### src/rtl/rv_lsu_pkg.sv
// Shared types for the load/store unit: RV32I load/store width codes and FSM states.
package rv_lsu_pkg;

  localparam logic [2:0] F3_B  = 3'd0;
  localparam logic [2:0] F3_H  = 3'd1;
  localparam logic [2:0] F3_W  = 3'd2;
  localparam logic [2:0] F3_BU = 3'd4;
  localparam logic [2:0] F3_HU = 3'd5;

  typedef enum logic [2:0] {
    IDLE,
    REQ,
    WB,
    DONE,
    ERR
  } lsu_state_t;

endpackage

### src/rtl/lsu_align.sv
// Combinational lane logic: legality/alignment check, store replicate/strobe, load select/extend.
module lsu_align
  import rv_lsu_pkg::*;
(
  input  logic        is_store,
  input  logic [2:0]  funct3,
  input  logic [1:0]  addr_lo,
  input  logic [31:0] store_data,
  input  logic [31:0] rdata,
  output logic        legal,
  output logic [31:0] wdata,
  output logic [3:0]  wstrb,
  output logic [31:0] load_data
);

  logic [31:0] shifted;

  // Bring the addressed lane down to bit 0 so every width extends from the same place.
  assign shifted = rdata >> {addr_lo, 3'b000};

  always_comb begin
    legal     = 1'b0;
    wdata     = store_data;
    wstrb     = 4'b0000;
    load_data = shifted;
    case (funct3)
      F3_B: begin
        legal     = 1'b1;
        wdata     = {4{store_data[7:0]}};
        wstrb     = 4'b0001 << addr_lo;
        load_data = {{24{shifted[7]}}, shifted[7:0]};
      end
      F3_H: begin
        legal     = !addr_lo[0];
        wdata     = {2{store_data[15:0]}};
        wstrb     = addr_lo[1] ? 4'b1100 : 4'b0011;
        load_data = {{16{shifted[15]}}, shifted[15:0]};
      end
      F3_W: begin
        legal     = (addr_lo == 2'b00);
        wstrb     = 4'b1111;
        load_data = rdata;
      end
      F3_BU: begin
        legal     = !is_store;
        load_data = {24'd0, shifted[7:0]};
      end
      F3_HU: begin
        legal     = !is_store && !addr_lo[0];
        load_data = {16'd0, shifted[15:0]};
      end
      default: legal = 1'b0;
    endcase
    if (!is_store) wstrb = 4'b0000;
  end

endmodule

### src/rtl/load_store_unit.sv
// RV32I data-memory access stage: one command at a time, valid/ready memory transaction,
// aligned/extended load writeback pulse, error completion on illegal command or timeout.
module load_store_unit
  import rv_lsu_pkg::*;
#(
  parameter int TIMEOUT = 16
) (
  input  logic        CLK,
  input  logic        reset,
  input  logic        start,
  input  logic        is_store,
  input  logic [2:0]  funct3,
  input  logic [31:0] addr,
  input  logic [31:0] store_data,
  input  logic [4:0]  rd_in,
  output logic        mem_req,
  output logic        mem_we,
  output logic [31:0] mem_addr,
  output logic [31:0] mem_wdata,
  output logic [3:0]  mem_wstrb,
  input  logic        mem_ready,
  input  logic [31:0] mem_rdata,
  output logic [4:0]  rd,
  output logic        reg_write,
  output logic [31:0] data_write,
  output logic        busy,
  output logic        done,
  output logic        err
);

  localparam int CW = (TIMEOUT > 0) ? $clog2(TIMEOUT + 1) : 1;

  lsu_state_t  state, state_nxt;
  logic        is_store_q;
  logic [2:0]  f3_q;
  logic [1:0]  addr_lo_q;
  logic [4:0]  rd_q;
  logic [CW-1:0] cnt;

  logic        idle;
  logic        timed_out;
  logic        a_store;
  logic [2:0]  a_f3;
  logic [1:0]  a_lo;
  logic        a_legal;
  logic [31:0] a_wdata;
  logic [3:0]  a_wstrb;
  logic [31:0] a_ldata;

  assign idle = (state == IDLE);
  assign busy = !idle;

  // One aligner serves both phases: live command while idle, latched command afterwards.
  assign a_store = idle ? is_store : is_store_q;
  assign a_f3    = idle ? funct3 : f3_q;
  assign a_lo    = idle ? addr[1:0] : addr_lo_q;

  // With TIMEOUT=0 this can never match since cnt+1 >= 1.
  assign timed_out = (32'(cnt) + 32'd1) == 32'(TIMEOUT);

  lsu_align u_align (
    .is_store   (a_store),
    .funct3     (a_f3),
    .addr_lo    (a_lo),
    .store_data (store_data),
    .rdata      (mem_rdata),
    .legal      (a_legal),
    .wdata      (a_wdata),
    .wstrb      (a_wstrb),
    .load_data  (a_ldata)
  );

  always_ff @(posedge CLK or negedge reset) begin
    if (!reset) state <= IDLE;
    else        state <= state_nxt;
  end

  always_comb begin
    state_nxt = state;
    case (state)
      IDLE: if (start) state_nxt = a_legal ? REQ : ERR;
      REQ: begin
        if (mem_ready)      state_nxt = is_store_q ? DONE : WB;
        else if (timed_out) state_nxt = ERR;
      end
      default: state_nxt = IDLE;
    endcase
  end

  always_ff @(posedge CLK or negedge reset) begin
    if (!reset) begin
      is_store_q <= 1'b0;
      f3_q       <= 3'd0;
      addr_lo_q  <= 2'd0;
      rd_q       <= 5'd0;
      cnt        <= '0;
      mem_req    <= 1'b0;
      mem_we     <= 1'b0;
      mem_addr   <= 32'd0;
      mem_wdata  <= 32'd0;
      mem_wstrb  <= 4'd0;
      rd         <= 5'd0;
      reg_write  <= 1'b0;
      data_write <= 32'd0;
      done       <= 1'b0;
      err        <= 1'b0;
    end else begin
      done      <= (state_nxt == WB) || (state_nxt == DONE) || (state_nxt == ERR);
      err       <= (state_nxt == ERR);
      reg_write <= (state_nxt == WB) && (rd_q != 5'd0);

      if (idle && start) begin
        is_store_q <= is_store;
        f3_q       <= funct3;
        addr_lo_q  <= addr[1:0];
        rd_q       <= rd_in;
        cnt        <= '0;
      end

      if (idle && state_nxt == REQ) begin
        mem_req   <= 1'b1;
        mem_we    <= is_store;
        mem_addr  <= {addr[31:2], 2'b00};
        mem_wdata <= a_wdata;
        mem_wstrb <= a_wstrb;
      end else if (state == REQ && state_nxt != REQ) begin
        mem_req <= 1'b0;
      end

      if (state == REQ && !mem_ready) cnt <= cnt + CW'(1);

      if (state == REQ && mem_ready && !is_store_q) begin
        rd         <= rd_q;
        data_write <= a_ldata;
      end
    end
  end

endmodule
### config.mk
export PLATFORM = sky130hd
export DESIGN_NAME = load_store_unit
export DESIGN_NICKNAME = d
export VERILOG_FILES = /design/src/rtl/rv_lsu_pkg.sv /design/src/rtl/lsu_align.sv /design/src/rtl/load_store_unit.sv
export SDC_FILE = /design/constraint.sdc
export NUM_CORES = 1
export LEC_CHECK = 0
export CAP_MARGIN = 20
export CORE_MARGIN = 2
export CORE_UTILIZATION = 27
export CTS_CLUSTER_DIAMETER = 50
export DETAILED_ROUTE_END_ITERATION = 8
export PLACE_DENSITY = 0.62
export SYNTH_ARGS = -nofsm -noshare
export SYNTH_HDL_FRONTEND = slang
export SYNTH_HIERARCHICAL = 1
export SYNTH_SLANG_ARGS = --single-unit
### constraint.sdc
create_clock -name CLK -period 3.22 [get_ports CLK]
set_clock_uncertainty 0.05 [all_clocks]
set_input_delay 0.322 -clock CLK [delete_from_list [all_inputs] [get_ports CLK]]
set_output_delay 0.322 -clock CLK [all_outputs]
set_load 0.005 [all_outputs]
# Yosys cells after proc, flatten, opt, wreduce, memory -nomap -nowiden

Index checks and enable logic that the tools add are counted.

Bits in registers: 127
Bits of input ports: 109
Output and inout port bits: 111

Add/sub/neg operators: 2
Eq/ne operators: 11
Shift-type cells: 2
Mux-type cells: 19
Reduce and logical (&&, ||, !) cells: 21

Operator list:

| cell                | number |
|---|---|
| $pmux 32 s5         | 1 |
| $pmux 32 s2         | 1 |
| $shr 32x5->32       | 1 |
| $mux 3              | 5 |
| $pmux 4 s3          | 1 |
| $mux 5              | 2 |
| $eq 3x1->1 const B  | 3 |
| $eq 3x2->1 const B  | 3 |
| $eq 3x3->1 const B  | 3 |
| $logic_and 1x1->1   | 8 |
| $mux 4              | 2 |
| $add 5x1->6 const B | 1 |
| $eq 6x5->1 const B  | 1 |
| $logic_not 3->1     | 2 |
| $pmux 3 s2          | 1 |
| $add 5x1->5 const B | 1 |
| $logic_not 1->1     | 5 |
| $pmux 1 s5          | 1 |
| $reduce_bool 5->1   | 1 |
| $mux 1              | 4 |
| $reduce_bool 2->1   | 2 |
| $shl 1x2->4 const A | 1 |
| $ne 3x1->1 const B  | 1 |
| $logic_not 2->1     | 1 |
| other kinds (2)     | 3 |

# Depth between registers and ports, before layout

Gate-level depths: netlist of run 1.

Depth after elaboration: 12
Mapped depth: 13

# By module

Netlist of run 1, hierarchy kept.

By module, submodules not included:

| module          | times used | cells each | area an instance (um2) |
|---|---|---|---|
| load_store_unit | 1          | 449        | 5,084.9 |
| lsu_align       | 1          | 177        | 1,285.0 |

# Least setup slack after synthesis of run 1

OpenSTA, ideal clock, no wires.

Path type: register to register
Start: register state[1]
End: register mem_addr[10]
Library setup time: 0.065 ns
Arrival: 2.927 ns
Required time: 3.105 ns
Path slack: 0.178 ns
Stages on the path, launching flop included: 13
Path through: dfrtp_1 nor3_2 buf_4 mux2_2 clkbuf_1 buf_2 buf_2 o31ai_1 and3_1 buf_2 clkbuf_1 nand2_1 nand2_1

Word-level cells in the longest chain between the ends: 10
Elaborated cells between the ends (all ways): 22
Those cells by class: 6 x eq/ne; 9 x mux; 7 x reduce/logical

RTL lines:

| what                     | line                             | text |
|---|---|---|
| start: declaration       | load_store_unit.sv:33            | `lsu_state_t state, state_nxt;` |
| start signal: assignment | load_store_unit.sv:75            | `else state <= state_nxt;` |
| $logic_not 3->1 (*)      | load_store_unit.sv:50            | `assign idle = (state == IDLE);` |
| $mux 2 (*)               | load_store_unit.sv:56            | `assign a_lo = idle ? addr[1:0] : addr_lo_q;` |
| via a_lo[0]              | load_store_unit.sv:44            | `logic [1:0] a_lo;` |
| $logic_not 1->1          | lsu_align.sv:34, lsu_align.sv:49 |  |
| $logic_and 1x1->1        | lsu_align.sv:49                  | `legal = !is_store && !addr_lo[0];` |
| $pmux 1 s5 (*)           | lsu_align.sv:26                  | `case (funct3)` |
| via a_legal              | load_store_unit.sv:45            | `logic a_legal;` |
| $mux 3 (*) (2 in series) | load_store_unit.sv:81            | `IDLE: if (start) state_nxt = a_legal ? REQ : ERR;` |
| $pmux 3 s2 (*)           | load_store_unit.sv:80            | `case (state)` |
| $eq 3x1->1 (*)           | load_store_unit.sv:120           | `if (idle && state_nxt == REQ) begin` |
| $logic_and 1x1->1 (*)    | load_store_unit.sv:120           |  |
| end signal: assignment   | load_store_unit.sv:123           | `mem_addr <= {addr[31:2], 2'b00};` |
| end: declaration         | load_store_unit.sv:18            | `output logic [31:0] mem_addr,` |

The timed path passes the listed nets; every way through them passes the cells marked *.
A chain may end at the register's enable or synchronous reset.

# Worst setup path in the final report of run 1

Start: register state[1]
End: register mem_addr[21]

Elaborated cells between the ends (all ways): 22
Those cells by class: 6 x eq/ne; 9 x mux; 7 x reduce/logical

RTL lines:

| what                               | line                   | text |
|---|---|---|
| $logic_not 3->1 (*)                | load_store_unit.sv:50  |  |
| $mux 3 (*)                         | load_store_unit.sv:55  | `assign a_f3 = idle ? funct3 : f3_q;` |
| via a_f3[0]                        | load_store_unit.sv:43  | `logic [2:0] a_f3;` |
| $eq 3x3->1 (tied with other cells) | lsu_align.sv:26        |  |
| $pmux 1 s5 (*)                     | lsu_align.sv:26        |  |
| via a_legal                        | load_store_unit.sv:45  |  |
| $mux 3 (*) (2 in series)           | load_store_unit.sv:81  |  |
| $pmux 3 s2 (*)                     | load_store_unit.sv:80  |  |
| $eq 3x1->1 (*)                     | load_store_unit.sv:120 |  |
| $logic_and 1x1->1 (*)              | load_store_unit.sv:120 |  |

Marked as above.

==> flow_summary.json, run 1 <==
{
  "ant_nets": 0,
  "htreeDepth": 4,
  "crit_arrival_ns": 3.27,
  "reg2reg_slack_ns": 0.25,
  "cp-start-kind": "register",
  "root_buffer": "clkbuf_16",
  "crit_path_frequent_cell": "nand2_1",
  "min_period_ns": 2.97,
  "portBuffers": 217,
  "grt_util_all_layers": 0.156,
  "core_area_um2": 23300,
  "hold_depth": 3,
  "cts_buffers": 17,
  "nets": 939,
  "grt_first_pass_wirelength_um": 30000,
  "status": "complete, no violations",
  "hp-start": "addr[2]",
  "synth_edf_count": 0,
  "synth_top_family_by_area": "simple AND/OR/NAND/NOR gates",
  "fin_crit_sh": 0.922,
  "fin_area_um2": 9410,
  "rr_worst_depth": 9,
  "regToRegEndpoint": "mem_addr[21]",
  "final-setup-viol-count": 0,
  "slew_violations": 0,
  "synth_top_area_frac": 0.499,
  "finalHoldViolations": 0,
  "synthAdderAreaFrac": 0.00196,
  "syn_inst": 626,
  "synth_warnings": 6,
  "post_cts_buffers": 0,
  "ys_types": 51,
  "dp_hpwl_um": 13900,
  "slowest_delay_ns": 0.50,
  "grt_setup_unrepaired": "false",
  "area.growth.synth_to_final_pct": 47.7,
  "syn_area_um2": 6370,
  "finalSetupTns_ns": 0,
  "antenna_found_initial": 1,
  "clkSinkCount": 127,
  "worst-slew-pin-transition_ns": 0.842,
  "synth_top_area_cell": "dfrtp_1",
  "ys.flop_type": "dfrtp_1",
  "start_util": 0.273,
  "p_per_area_nw_per_um2": 966,
  "slowest_stage": "mux2_2",
  "grt_pass1_vias": 5402,
  "synthTopCellsByCount": "214 x nand2_1, 127 x dfrtp_1, 47 x mux2_2, 24 x mux2_4, 23 x nor2_1",
  "max_freq_mhz": 337,
  "yosys.area_share.simple": 0.180,
  "worstHoldEndpoint": "mem_addr[2]",
  "crit_type": "register to register",
  "maxCapViolCount": 0,
  "pre_cts_ws_ns": 0.156,
  "async_flop_share": 1.00,
  "wire_per_inst_um": 16.7,
  "cts_tree": "done",
  "synth_compound_area_frac": 0.0953,
  "rr_startpoint": "state[1]",
  "die_area_um2": 24800,
  "crit_family": "simple AND/OR/NAND/NOR gates",
  "synth.area.mux_share": 0.168,
  "fin_ws_ns": 0.250,
  "worst-endpoint-required_ns": 3.52,
  "drive_gt1_frac": 0.157,
  "drt-pass1-iter-count": 4,
  "cp_max_fo": 48,
  "placed_area_um2": 8770,
  "cts.clk_slew.worst_paths_ns": 0.06,
  "vias": 5362,
  "boundaryPins": 220,
  "ys_ff_latch": 127,
  "fin_util": 0.403,
  "cp_num_buf_inv": 2,
  "die_w_um": 158,
  "grt_max_degree": 87,
  "yosysMostFrequentCell": "nand2_1",
  "synth.area.top_cells": "dfrtp_1 50%, nand2_1 13%, mux2_2 8.3%",
  "clkLatencyLatePin_ns": 0.41,
  "slew_headroom": 0.439,
  "cp_cell_sequence": "nor3_4 > mux2_2 > or2_2 > o31ai_1 > buf_4 > and3_2 > buf_12 > nand2_1 > nand2_1",
  "row_count": 56,
  "gp_congestion": 0.800,
  "hold_path_class": "input pin to register",
  "wirelength_um": 19400,
  "clockBufferDepth": 2,
  "worst_ir_drop_vdd_mv": 0.424,
  "seq_area_frac_synth": 0.499,
  "synth.avg_cell_area_um2": 10.2,
  "synth-xor-area-share": 0.00275,
  "drtIter0Drc": 273,
  "overflow": 0,
  "end_kind": "register",
  "p_leak_uw": 0.00435,
  "vias_per_cell": 4.62,
  "die_y_um": 158,
  "drc": 0
}
-- worst min-delay path, cell delays in order --
cell             delay, ns
clkdlybuf4s50_1       0.40
nand2_1               0.05
nand2_1               0.04
-- registers in the layout (all words and copies together), names as in the netlist --
register,flops
addr_lo_q,2
cnt,5
data_write,32
done,1
err,1
f3_q,3
is_store_q,1
mem_addr,30
mem_req,1
mem_wdata,32
mem_we,1
mem_wstrb,4
rd,5
rd_q,5
reg_write,1
state,3
-- per-layer routing --
layer	track usage	vias to the layer above	part of all wire
li1	-	2529	-
met4	0.0403	2	0.013
met1	0.205	2617	0.45
met2	0.243	193	0.45
met5	0	-	0.00067
met3	0.0594	21	0.088
-- power breakdown --
part	leakage [uW]	switching, uW	total, uW	internal, uW
Sequential	0.00160	414	2710	2300
Clock	0.000299	745	2040	1290
Combinational	0.00245	1950	4350	2390
Total	0.00435	3110	9090	5980
-- cell families (layout without fill, tap and decap cells) --
group                      after synthesis  in the layout
and+or+nand+nor                        271            271
DFF                                    127            127
muxes                                   88             88
AOI/OAI and AO/OA                       82             82
buffers and inverters                   54            268
xor gates and xnor gates                 2              2
adders and majority gates                1              1
other                                    1              3
-- per-stage QoR --
stage               cells  total power, uW  hold WS, ns
global route         1160             9720        0.384
detailed placement   1128             7100        0.411
finish               1161             9090        0.381
floorplan             627             5080      -0.0236
global placement     1128             7030        0.406
CTS                  1160             9190        0.360
-- area by class of cell --
| class | instances | area [um^2] |
|---|---|---|
| Sequential cell | 127 | 3180 |
| Fill cell | 2308 | 13900 |
| Tap cell | 319 | 399 |
| Clock inverter | 14 | 194 |
| Inverter | 4 | 15.0 |
| Multi-Input combinational cell | 446 | 2880 |
| Clock buffer | 17 | 425 |
| Timing Repair Buffer | 233 | 2320 |
| Antenna cell | 1 | 2.50 |
-- placed cells by master (no fill, tap or decap), drive strengths merged, types with 2 or more instances in the layout --
cell / synthesis / routed
a22o: 7 / 7
nand3b: 3 / 3
nand2b: 9 / 9
clkbuf: 20 / 17
clkdlybuf4s50: 0 / 216
buf: 30 / 16
mux2: 71 / 71
and2: 3 / 3
conb: 1 / 2
mux2i: 16 / 16
o22ai: 9 / 9
inv: 4 / 4
o21ai: 13 / 13
a221o: 14 / 14
nand4: 2 / 2
nor2b: 2 / 2
and3: 2 / 2
nor2: 23 / 23
nor3: 3 / 3
o21a: 2 / 2
a21oi: 14 / 14
dfrtp: 127 / 127
a221oi: 7 / 7
clkinvlp: 0 / 2
clkinv: 0 / 8
nand3: 3 / 3
a21o: 9 / 9
xor2: 2 / 2
bufinv: 0 / 4
nand2: 215 / 215
-- worst max path at each step --
| stage | from | endpoint | slack (ns) | cells after the start |
|---|---|---|---|---|
| after global routing | state[1] | mem_addr[16] | 0.07 | 9 |
| final | state[1] | mem_addr[21] | 0.25 | 9 |
| after CTS | state[1] | data_write[0] | 0.12 | 8 |
| after global placement | state[1] | data_write[0] | 0.23 | 8 |
| after floorplan | state[1] | mem_addr[10] | 0.18 | 12 |
| after detailed placement | state[1] | data_write[0] | 0.16 | 8 |
-- what timing repair did --
item | 4_1_cts | 5_1_grt
setup endpoints to repair | 0 | 45
hold buffers | 1 | 0
endpoints found under the hold margin | 68 | 0
resized for setup | 0 | 1
No activity file was read; power rests on OpenSTA's default activity.
==> inputs of run 2 (changes only) <==
--- a/config.mk
+++ b/config.mk
@@ -10,7 +10,9 @@
 export CORE_UTILIZATION = 27
 export CTS_CLUSTER_DIAMETER = 50
 export DETAILED_ROUTE_END_ITERATION = 8
-export PLACE_DENSITY = 0.62
+export GPL_ROUTABILITY_DRIVEN = 0
+export PLACE_DENSITY = 0.56
+export SETUP_SLACK_MARGIN = 0.1
 export SYNTH_ARGS = -nofsm -noshare
 export SYNTH_HDL_FRONTEND = slang
 export SYNTH_HIERARCHICAL = 1
==> flow_summary.json, run 2 (synthesized netlist as in run 1, its figures left out) <==
{
  "vias_per_cell": 4.54,
  "clkPwrFrac": 0.209,
  "placed_area_um2": 8770,
  "antenna_found_initial": 0,
  "p_leak_uw": 0.00434,
  "core_area_um2": 23300,
  "slowest_delay_ns": 0.49,
  "p_int_uw": 5800,
  "grt_util_all_layers": 0.162,
  "top_regs": "data_write: 32 flops, mem_wdata: 32 flops, mem_addr: 30 flops",
  "start_util": 0.273,
  "reg2reg_slack_ns": 0.32,
  "max_freq_mhz": 345,
  "p_per_area_nw_per_um2": 956,
  "wirelength_um": 19800,
  "maxCapViolCount": 0,
  "fin_crit_sh": 0.901,
  "finalNonFillerCells": 1163,
  "cts_buffers": 17,
  "die_y_um": 158,
  "dp_hpwl_um": 14100,
  "combinationalPowerShare": 0.489,
  "regToRegEndpoint": "data_write[3]",
  "vias": 5281,
  "worst_ir_drop_vdd_mv": 0.385,
  "crit_type": "register to register",
  "post_cts_buffers": 0,
  "slew_headroom": 0.484,
  "finalHoldViolations": 0,
  "wire_per_inst_um": 17.0,
  "die_area_um2": 24800,
  "nets": 941,
  "p_switching_uw": 3170,
  "area.growth.synth_to_final_pct": 47.3,
  "grt_pass1_vias": 5359,
  "cp_cell_sequence": "nor3_4 > mux2_2 > or2_2 > nor2_1 > buf_4 > nor2_1 > a221oi_1 > mux2_2",
  "hold_path_class": "input pin to async pin",
  "grt_first_pass_wirelength_um": 30700,
  "grt_max_degree": 108,
  "worst-endpoint-required_ns": 3.52,
  "cp_max_fo": 13,
  "worst-slew-pin-transition_ns": 0.764,
  "min_period_ns": 2.90,
  "drc": 0,
  "seqPwrFrac": 0.302,
  "cts_tree": "done",
  "status": "complete, no violations",
  "rr_startpoint": "state[1]",
  "diodes": 0,
  "slew_violations": 0,
  "drtIter0Drc": 254,
  "boundaryPins": 220,
  "root_buffer": "clkbuf_16",
  "clkLatencyLatePin_ns": 0.41,
  "htreeDepth": 4,
  "die_w_um": 158,
  "final_common_cell": "clkdlybuf4s50_1",
  "end_kind": "register",
  "cp-start-kind": "register",
  "placedCellCount": 1129,
  "pre_cts_ws_ns": 0.277,
  "final-setup-viol-count": 0,
  "rr_worst_depth": 8,
  "slowest_stage": "mux2_2",
  "final_cell_mix": "216 x clkdlybuf4s50_1, 214 x nand2_1, 127 x dfrtp_1",
  "fin_util": 0.402,
  "cts.clk_slew.worst_paths_ns": 0.06,
  "ant_nets": 0,
  "finalSetupTns_ns": 0,
  "clkSinkCount": 127,
  "grt_setup_unrepaired": "false",
  "drt-pass1-iter-count": 4,
  "overflow": 0,
  "clockBufferDepth": 2,
  "switching_share": 0.354,
  "crit_arrival_ns": 3.20,
  "portBuffers": 217,
  "row_count": 56,
  "fin_area_um2": 9380,
  "fin_ws_ns": 0.318,
  "drive_gt1_frac": 0.159
}
run 2: changes by cell type in the layout (fill, tap and decap cells not counted), moves of 2 or more:
cell / previous run / this run
inv_6: 0 / 5
bufinv_16: 4 / 1
buf_4: 13 / 15
clkinv_2: 3 / 1
run 2: critical path, delay by kind of cell (launching register included):
| family | cells | cell delay (ns) |
|---|---|---|
| muxes | 2 | 0.73 |
| and+or+nand+nor | 4 | 0.94 |
| DFF | 1 | 0.45 |
| buffers and inverters | 1 | 0.18 |
| AOI/OAI and AO/OA | 1 | 0.48 |
run 2: worst max-delay path by stage:
| stage | slack (ns) | end | from | cells past startpoint |
|---|---|---|---|---|
| final | 0.32 | data_write[3] | state[1] | 8 |
| after floorplan | 0.18 | mem_addr[10] | state[1] | 12 |
| after global placement | 0.34 | mem_wdata[12] | state[1] | 9 |
| after detailed placement | 0.28 | mem_we | state[1] | 9 |
| after CTS | 0.22 | mem_we | state[1] | 9 |
| after global routing | 0.12 | mem_wdata[13] | state[1] | 9 |
run 2: metrics by stage:
| step | power [uW] | hold WS [ns] |
|---|---|---|
| CTS | 9080 | 0.0439 |
| finish | 8970 | 0.365 |
| global route | 9660 | 0.365 |
| floorplan | 5080 | -0.0236 |
| detailed placement | 7140 | 0.411 |
| global placement | 7090 | 0.407 |
run 2: repair_timing:
item                                   4_1_cts  5_1_grt
hold buffers                                 0        1
endpoints found under the hold margin        0       49
setup endpoints to repair                    0       74
resized for setup                            0        1
run 2: cell type report:
| type | instances | area [um^2] |
|---|---|---|
| fillers | 2317 | 13900 |
| flip-flops and latches | 127 | 3180 |
| multi-input cells | 446 | 2880 |
| repair buffers | 235 | 2340 |
| clock buffers | 19 | 443 |
| well taps | 319 | 399 |
| clock inverters | 13 | 129 |
| inverters | 4 | 15.0 |
run 2: routing by layer:
metal  vias up  track usage  part of all wire  wire [um]
met5         -            0                 0          0
met4         0       0.0359            0.0067        133
met3        10       0.0682             0.098       1940
met2       196        0.250              0.45       8860
met1      2547        0.211              0.45       8870
li1       2528            -                 -          -
run 2: power groups by stage:
stage / combinational, uW / clock (uW) / sequential [uW]
floorplan: 2370 / 0 / 2710
global placement: 4380 / 0 / 2710
detailed placement: 4420 / 0 / 2720
CTS: 4440 / 1930 / 2710
global route: 4840 / 2020 / 2800
finish: 4390 / 1870 / 2710
